File: src/rtl/pfa_serial_seq.sv
// -----------------------------------------------------------------------------
// pfa_serial_seq
//   Bit-serial adder controller. One external PFA cell is time-shared across
//   every bit of a WIDTH-bit addition. Operands are latched on an accepted
//   start, fed to the PFA LSB first (one bit per cycle), and the returning
//   S/G/P are folded into the sum, the ripple carry and the group
//   generate/propagate terms.
//
//   Timing: start sampled at edge 0, RUN during cycles 1..WIDTH, done_o pulses
//   in cycle WIDTH+1 (FIN), IDLE again in cycle WIDTH+2.
//
// Optional build macro:
//   PFA_SEQ_OVF_EN - adds ovf_o (two's-complement overflow: carry into the MSB
//                    XOR carry out of the MSB), registered with the results.
//
// Ports:
//   clk, rst_n           clock (rising edge), asynchronous active-low reset
//   start_i              request, accepted only in IDLE
//   a_i, b_i, cin_i      operands and carry-in, sampled on accepted start
//   pfa_a_o/b_o/c_o      bit-serial drive to the PFA cell (0 outside RUN)
//   pfa_s_i/g_i/p_i      PFA sum, generate (A&B) and propagate (A|B) return
//   busy_o               high in RUN and FIN
//   done_o               one-cycle completion pulse (FIN)
//   sum_o, cout_o        result and final carry, held until the next FIN
//   g_grp_o, p_grp_o     group generate / propagate over all bits
//   ovf_o                (PFA_SEQ_OVF_EN only) signed overflow flag
// -----------------------------------------------------------------------------
module pfa_serial_seq #(
  parameter int WIDTH = 8
) (
  input  logic             clk,
  input  logic             rst_n,
  input  logic             start_i,
  input  logic [WIDTH-1:0] a_i,
  input  logic [WIDTH-1:0] b_i,
  input  logic             cin_i,
  output logic             pfa_a_o,
  output logic             pfa_b_o,
  output logic             pfa_c_o,
  input  logic             pfa_s_i,
  input  logic             pfa_g_i,
  input  logic             pfa_p_i,
  output logic             busy_o,
  output logic             done_o,
  output logic [WIDTH-1:0] sum_o,
  output logic             cout_o,
  output logic             g_grp_o,
`ifdef PFA_SEQ_OVF_EN
  output logic             p_grp_o,
  output logic             ovf_o
`else
  output logic             p_grp_o
`endif
);

  localparam int CW = $clog2(WIDTH);

  typedef enum logic [1:0] {
    S_IDLE,
    S_RUN,
    S_FIN
  } state_e;

  state_e           state_q;
  logic [WIDTH-1:0] a_sh_q, b_sh_q;
  // Only the upper WIDTH-1 sum bits need storage: the final bit arrives on the
  // last RUN edge and is taken straight from s_sh_d into sum_q.
  logic [WIDTH-1:1] s_sh_q;
  logic             carry_q, gg_q, pg_q;
  logic [CW-1:0]    cnt_q;
  logic             busy_q, done_q, cout_q, g_grp_q, p_grp_q;
  logic [WIDTH-1:0] sum_q;
`ifdef PFA_SEQ_OVF_EN
  logic             c_msb_q, ovf_q;
`endif

  // Per-bit update terms from the PFA return path.
  logic [WIDTH-1:0] s_sh_d;
  logic             carry_d, gg_d, pg_d;
  logic             last_bit;

  assign s_sh_d   = {pfa_s_i, s_sh_q};
  assign carry_d  = pfa_g_i | (pfa_p_i & carry_q);
  assign gg_d     = pfa_g_i | (pfa_p_i & gg_q);
  assign pg_d     = pg_q & pfa_p_i;
  assign last_bit = (cnt_q == CW'(WIDTH - 1));

  // The PFA is driven only while RUN so that it sees quiet zeros otherwise,
  // including immediately when reset aborts an operation.
  assign pfa_a_o = (state_q == S_RUN) & a_sh_q[0];
  assign pfa_b_o = (state_q == S_RUN) & b_sh_q[0];
  assign pfa_c_o = (state_q == S_RUN) & carry_q;

  // NOTE: every register here is plain state (no memory arrays), so all of it
  // is cleared by the asynchronous reset, and all updates use non-blocking
  // assignments so that each right-hand side sees the pre-edge values.
  always_ff @(posedge clk or negedge rst_n) begin
    if (!rst_n) begin
      state_q <= S_IDLE;
      a_sh_q  <= '0;
      b_sh_q  <= '0;
      s_sh_q  <= '0;
      carry_q <= 1'b0;
      gg_q    <= 1'b0;
      pg_q    <= 1'b0;
      cnt_q   <= '0;
      busy_q  <= 1'b0;
      done_q  <= 1'b0;
      sum_q   <= '0;
      cout_q  <= 1'b0;
      g_grp_q <= 1'b0;
      p_grp_q <= 1'b0;
`ifdef PFA_SEQ_OVF_EN
      c_msb_q <= 1'b0;
      ovf_q   <= 1'b0;
`endif
    end else begin
      done_q <= 1'b0;
      case (state_q)
        S_IDLE: begin
          if (start_i) begin
            a_sh_q  <= a_i;
            b_sh_q  <= b_i;
            carry_q <= cin_i;
            cnt_q   <= '0;
            gg_q    <= 1'b0;
            pg_q    <= 1'b1;
            busy_q  <= 1'b1;
            state_q <= S_RUN;
          end
        end

        S_RUN: begin
          s_sh_q  <= s_sh_d[WIDTH-1:1];
          carry_q <= carry_d;
          gg_q    <= gg_d;
          pg_q    <= pg_d;
          a_sh_q  <= {1'b0, a_sh_q[WIDTH-1:1]};
          b_sh_q  <= {1'b0, b_sh_q[WIDTH-1:1]};
          cnt_q   <= cnt_q + CW'(1);
`ifdef PFA_SEQ_OVF_EN
          // Carry produced by bit WIDTH-2 is the carry into the MSB.
          if (cnt_q == CW'(WIDTH - 2)) c_msb_q <= carry_d;
`endif
          // Results are captured on the FIN entry edge so they are valid
          // in the same cycle that done_o is high.
          if (last_bit) begin
            state_q <= S_FIN;
            done_q  <= 1'b1;
            sum_q   <= s_sh_d;
            cout_q  <= carry_d;
            g_grp_q <= gg_d;
            p_grp_q <= pg_d;
`ifdef PFA_SEQ_OVF_EN
            ovf_q   <= c_msb_q ^ carry_d;
`endif
          end
        end

        S_FIN: begin
          busy_q  <= 1'b0;
          state_q <= S_IDLE;
        end

        default: state_q <= S_IDLE;
      endcase
    end
  end

  assign busy_o  = busy_q;
  assign done_o  = done_q;
  assign sum_o   = sum_q;
  assign cout_o  = cout_q;
  assign g_grp_o = g_grp_q;
  assign p_grp_o = p_grp_q;
`ifdef PFA_SEQ_OVF_EN
  assign ovf_o   = ovf_q;
`endif

endmodule

File: config.mk
export PLATFORM = sky130hd
export DESIGN_NAME = pfa_serial_seq
export DESIGN_NICKNAME = d
export VERILOG_FILES = /design/src/rtl/pfa_serial_seq.sv
export SDC_FILE = /design/constraint.sdc
export NUM_CORES = 1
export LEC_CHECK = 0
export ABC_AREA = 1
export BUFFER_PORTS_ARGS = -buffer_cell sky130_fd_sc_hd__buf_4
export CORE_ASPECT_RATIO = 1.1
export CORE_MARGIN = 2
export CORE_UTILIZATION = 45
export CTS_CLUSTER_SIZE = 28
export DETAILED_ROUTE_END_ITERATION = 6
export HOLD_SLACK_MARGIN = 0.1
export PLACE_DENSITY = 0.67
export RECOVER_POWER = 50
export SLEW_MARGIN = 20
export SYNTH_ARGS = -nofsm -noshare
export SYNTH_HDL_FRONTEND = slang
export SYNTH_SLANG_ARGS = --single-unit
File: constraint.sdc
create_clock -name clk -period 1.44 [get_ports clk]
set_input_delay 0.072 -clock clk [delete_from_list [all_inputs] [get_ports clk]]
set_output_delay 0.072 -clock clk [all_outputs]
set_load 0.02 [all_outputs]
Yosys cells after proc, flatten, opt, wreduce, memory -nomap -nowiden

Cells that the tools add are included.

Add/sub/neg operators: 1
Eq/ne operators: 5
Mux-type cells: 18
Bitwise operators: 8
Reduce and logical (&&, ||, !) cells: 7

Operators with widths:

| operator            | number |
|---|---|
| $pmux 8 s2          | 2 |
| $mux 8              | 2 |
| $pmux 1 s2          | 4 |
| $reduce_and 2->1    | 4 |
| $and 1x1->1         | 6 |
| $pmux 3 s2          | 1 |
| $mux 1              | 5 |
| $mux 2              | 2 |
| $ne 2x2->1 const B  | 2 |
| $pmux 2 s2          | 1 |
| $reduce_bool 2->1   | 2 |
| $add 3x1->3 const B | 1 |
| $eq 3x3->1 const B  | 1 |
| $mux 3              | 1 |
| $eq 2x1->1 const B  | 1 |
| $eq 2x2->1 const B  | 1 |
| $logic_not 2->1     | 1 |
| $or 1x1->1          | 2 |

Register bits after elaboration: 44
Input port bits: 23
Output and inout bits: 16

Longest topological paths before layout

Depth after elaboration: 3
Depth in mapped cells: 7
Gate-level depth less buffers: 6

Worst setup path before layout

Ideal clock, no wire load.

Path type: register -> output
Start: register state_q[1]
End: output port pfa_a_o
Arrival time: 1103 ps
Required time: 1368 ps
Path slack: 265 ps
Stages on the path, launching flop included: 5
Path buffers: 1
Cells stage by stage: dfrtp_1 inv_2 nand2_4 buf_4 nor2_1

Word-level cells in the longest chain between the ends: 2

Ends and longest elaborated chain:

| item                     | RTL line | source |
|---|---|---|
| start: declaration       | 64       | `state_e state_q;` |
| start signal: assignment | 99       | `state_q <= S_IDLE;` |
| start signal: assignment | 129      | `state_q <= S_RUN;` |
| start signal: assignment | 148      | `state_q <= S_FIN;` |
| $eq 2x1->1               | 90       | `assign pfa_a_o = (state_q == S_RUN) & a_sh_q[0];` |
| $and 1x1->1              | 90       |  |
| end: declaration         | 37       | `output logic pfa_a_o,` |

No other way between the ends.

Worst setup path after layout

Start: register cnt_q[0]
End: register g_grp_q, in the netlist g_grp_o

Word-level cells in the longest chain between the ends: 2

Ends and longest elaborated chain:

| item                              | RTL line | source |
|---|---|---|
| start: declaration                | 70       | `logic [CW-1:0] cnt_q;` |
| start signal: assignment          | 140      | `cnt_q <= cnt_q + CW'(1);` |
| $eq 3x3->1                        | 86       | `assign last_bit = (cnt_q == CW'(WIDTH - 1));` |
| $reduce_and 2->1 (no source line) | -        |  |
| end signal: assignment            | 152      | `g_grp_q <= gg_d;` |
| end: declaration                  | 71       | `logic busy_q, done_q, cout_q, g_grp_q, p_grp_q;` |

No other way between the ends.
A chain may end at the register's enable or synchronous reset.

==> run summary <==
Comb power frac: 43.3%
Slew @ Worst Pin: 0.9643 ns
Part of the cycle the worst path needs: 92.52%
First-pass GRT wire length: 7.024 mm
H-Tree Depth: 2
Post-route ant nets: 0
Final wirelength: 4.123 mm
Syn nets: 258
Placer Congestion: 0.7441
Yosys top cell by area: dfrtp_1
Sinks on Clock Net: 44
Wire length per cell: 11.68 um
CTS tree: built
Post-synth top area share: 54.93%
Initial antenna violation count: 0
Req. time, crit path: 1.66 ns
Port bufs: 38
Startpoint Class: flop
Clock buffer depth: 2
I/O pins: 39
Worst Path Max Fanout: 8
Leak: 1.404 nW
Pwr Density: 1917 nW/um^2
Vias per inst: 4.663
Root Driver: clkbuf_8
Clock Latency Late Sink: 0.29 ns
Starting Density: 46.77%
N_diodes: 0
Layout area overhead: 31.71%
Detailed Routing Iterations Pass 1: 6
Final Non-Filler Cells: 353
Total global-route track usage: 19.10%
Setup bufs post-CTS: 0
Rel. slew slack: 35.71%
Dpl hpwl: 2.658 mm
Top post-synthesis cells by count: nand2_1 (111), dfrtp_1 (44), nand3_1 (19)
Mapped Cells: 233
Worst-path clk slew: 0.08 ns
Final Net Count: 323
Yosys cell types: 18
Syn Area/Cell: 8.603 um^2
Worst hold path type: primary input to async pin
Post-Route Setup TNS: 0 ns
Post-synth EDFFs: 0
Placed cell count: 322
Pin count of the biggest net entering global routing: 45
Min Tclk post-route: 1.332 ns
Top-count cell post-synth: nand2_1
Crit path DAT: 1.55 ns
Fmax: 750.6 MHz
Int Pwr: 0.003027 W
Synth area leaders: dfrtp_1 (55%), nand2_1 (21%), nand3_1 (4.7%)
RSZ-0062 raised after global routing: false
Peak VDD IR: 0.001016 V
WS Path Type: flop to flop
Setup WS post-layout: 0.1077 ns
Asr flop ratio synth: 100.0%
Clock power share: 15.5%
Status: completed
Vias: 1646
Cts bufs inserted: 5
# rows: 25
Core box area: 4285 um^2
Detailed Route Iter0 Violations: 103
P_sw: 0.002034 W
Sequential area share after synthesis: 54.93%
Vias in the first global route: 1579
Max-cap violations: 0
Slew Viols, Final: 0
Die Y-Extent: 74.00 um
Dominant synthesized flop cell: dfrtp_1
Setup-failing EPs final: 0
Fraction of final layout cells with drive strength greater than 1: 21.74%
Crit end category: flop
Die area: 5005 um^2
Yosys warns: 0
Drt drc: 0
Synthesis-stage register bit count: 44
Global route total overflow: 0
Fin Clk Skew: 0.006105 ns
Die width: 67.64 um
Pre-CTS WS: 0.1266 ns
Switching Share: 40.18%
Post-Syn Area: 2004 um^2
Sequential power share: 41.2%
Final hold viol count: 0
critical path, stage by stage (launching register included):
cell and delay, ns:
dfrtp_1 0.40, ha_1 0.20, ha_1 0.19, nand2_2 0.15
buf_4 0.19, nand2_1 0.07, o21ai_2 0.05
registers in the layout, indices dropped and copies added, names as in the netlist, 2 cells and up:
name and flops:
b_sh_q 8, cnt_q 3, s_sh_q 7, a_sh_q 8, state_q 2, sum_o 8
timing repair:
action | CTS | global route
hold endpoints to repair | 67 | 0
endpoints found under the setup margin | 3 | 3
gates resized for setup | 3 | 2
hold buffers | 22 | 0
gates cloned | 0 | 1
metrics by stage:
stage,hold slack (ns),cell area (um^2),utilization [%],total power (W)
after detailed placement,0.1041,2327,54.31,0.004292
after CTS,0.3272,2650,61.84,0.005168
final,0.4663,2640,61.61,0.005061
after global routing,0.4944,2640,61.61,0.005532
after floorplan,-0.2236,2004,-,0.003656
after global placement,0.09963,2327,54.31,0.004253
layer usage:
layer	vias to the layer above	part of all wire (%)	track usage, %
met5	-	0	0
li1	850	-	-
met4	0	1.6	8.844
met1	759	47	24.35
met2	31	48	30.83
met3	6	3.3	4.539
placed cells by master, fill, tap and decap left out:
cell type | Yosys | routed
nand2_1 | 111 | 111
dfrtp_1 | 44 | 42
buf_4 | 5 | 38
dlygate4sd3_1 | 0 | 22
nand3_1 | 19 | 19
inv_1 | 13 | 13
o21ai_0 | 10 | 10
o21ai_2 | 9 | 9
clkbuf_1 | 0 | 8
clkbuf_8 | 0 | 6
nor2_1 | 4 | 4
a21oi_1 | 3 | 3
inv_2 | 3 | 2
ha_1 | 2 | 2
dfrtp_2 | 0 | 2
nor2_4 | 1 | 1
nand2_2 | 1 | 1
inv_6 | 0 | 1
nand2_8 | 0 | 1
o21ai_4 | 1 | 1
nand2_4 | 1 | 1
buf_2 | 1 | 1
buf_12 | 0 | 1
power groups by stage:
stage	sequential [W]	combinational, W	clock (W)
after floorplan	0.00220	0.00146	0
after global placement	0.00208	0.00217	0
after detailed placement	0.00209	0.00220	0
after CTS	0.00208	0.00227	0.000817
after global routing	0.00216	0.00252	0.000855
final	0.00208	0.00219	0.000783
cell type report:
cell class | instances | area [um^2]
multi-input cells | 163 | 760.7
fillers | 379 | 1645
well taps | 54 | 67.56
flip-flops and latches | 44 | 1104
clock buffers | 8 | 90.09
repair buffers | 68 | 553.0
inverters | 16 | 65.06
kinds of logic after synthesis:
family / after synthesis / share of synthesized area, %
flops: 44 / 54.93
simple gates: 137 / 27.72
fa+ha+maj: 2 / 1.248
compound gates: 23 / 7.990
buf+inv: 27 / 8.115
path summary, 6_finish.rpt:
path                       depth (start not counted)  slack (ns)    endpoint      start
setup / recovery                                   6        0.11     g_grp_o   cnt_q[0]
max in group asynchronous                          2        0.31  state_q[1]      rst_n
hold reg to reg                                    2        0.47    sum_o[0]  s_sh_q[1]
setup reg to reg                                   6        0.11     g_grp_o   cnt_q[0]
hold / removal                                     2        0.47   a_sh_q[5]      rst_n
min in group clk                                   2        0.47    sum_o[0]  s_sh_q[1]
(Power assumes the default switching activity.)
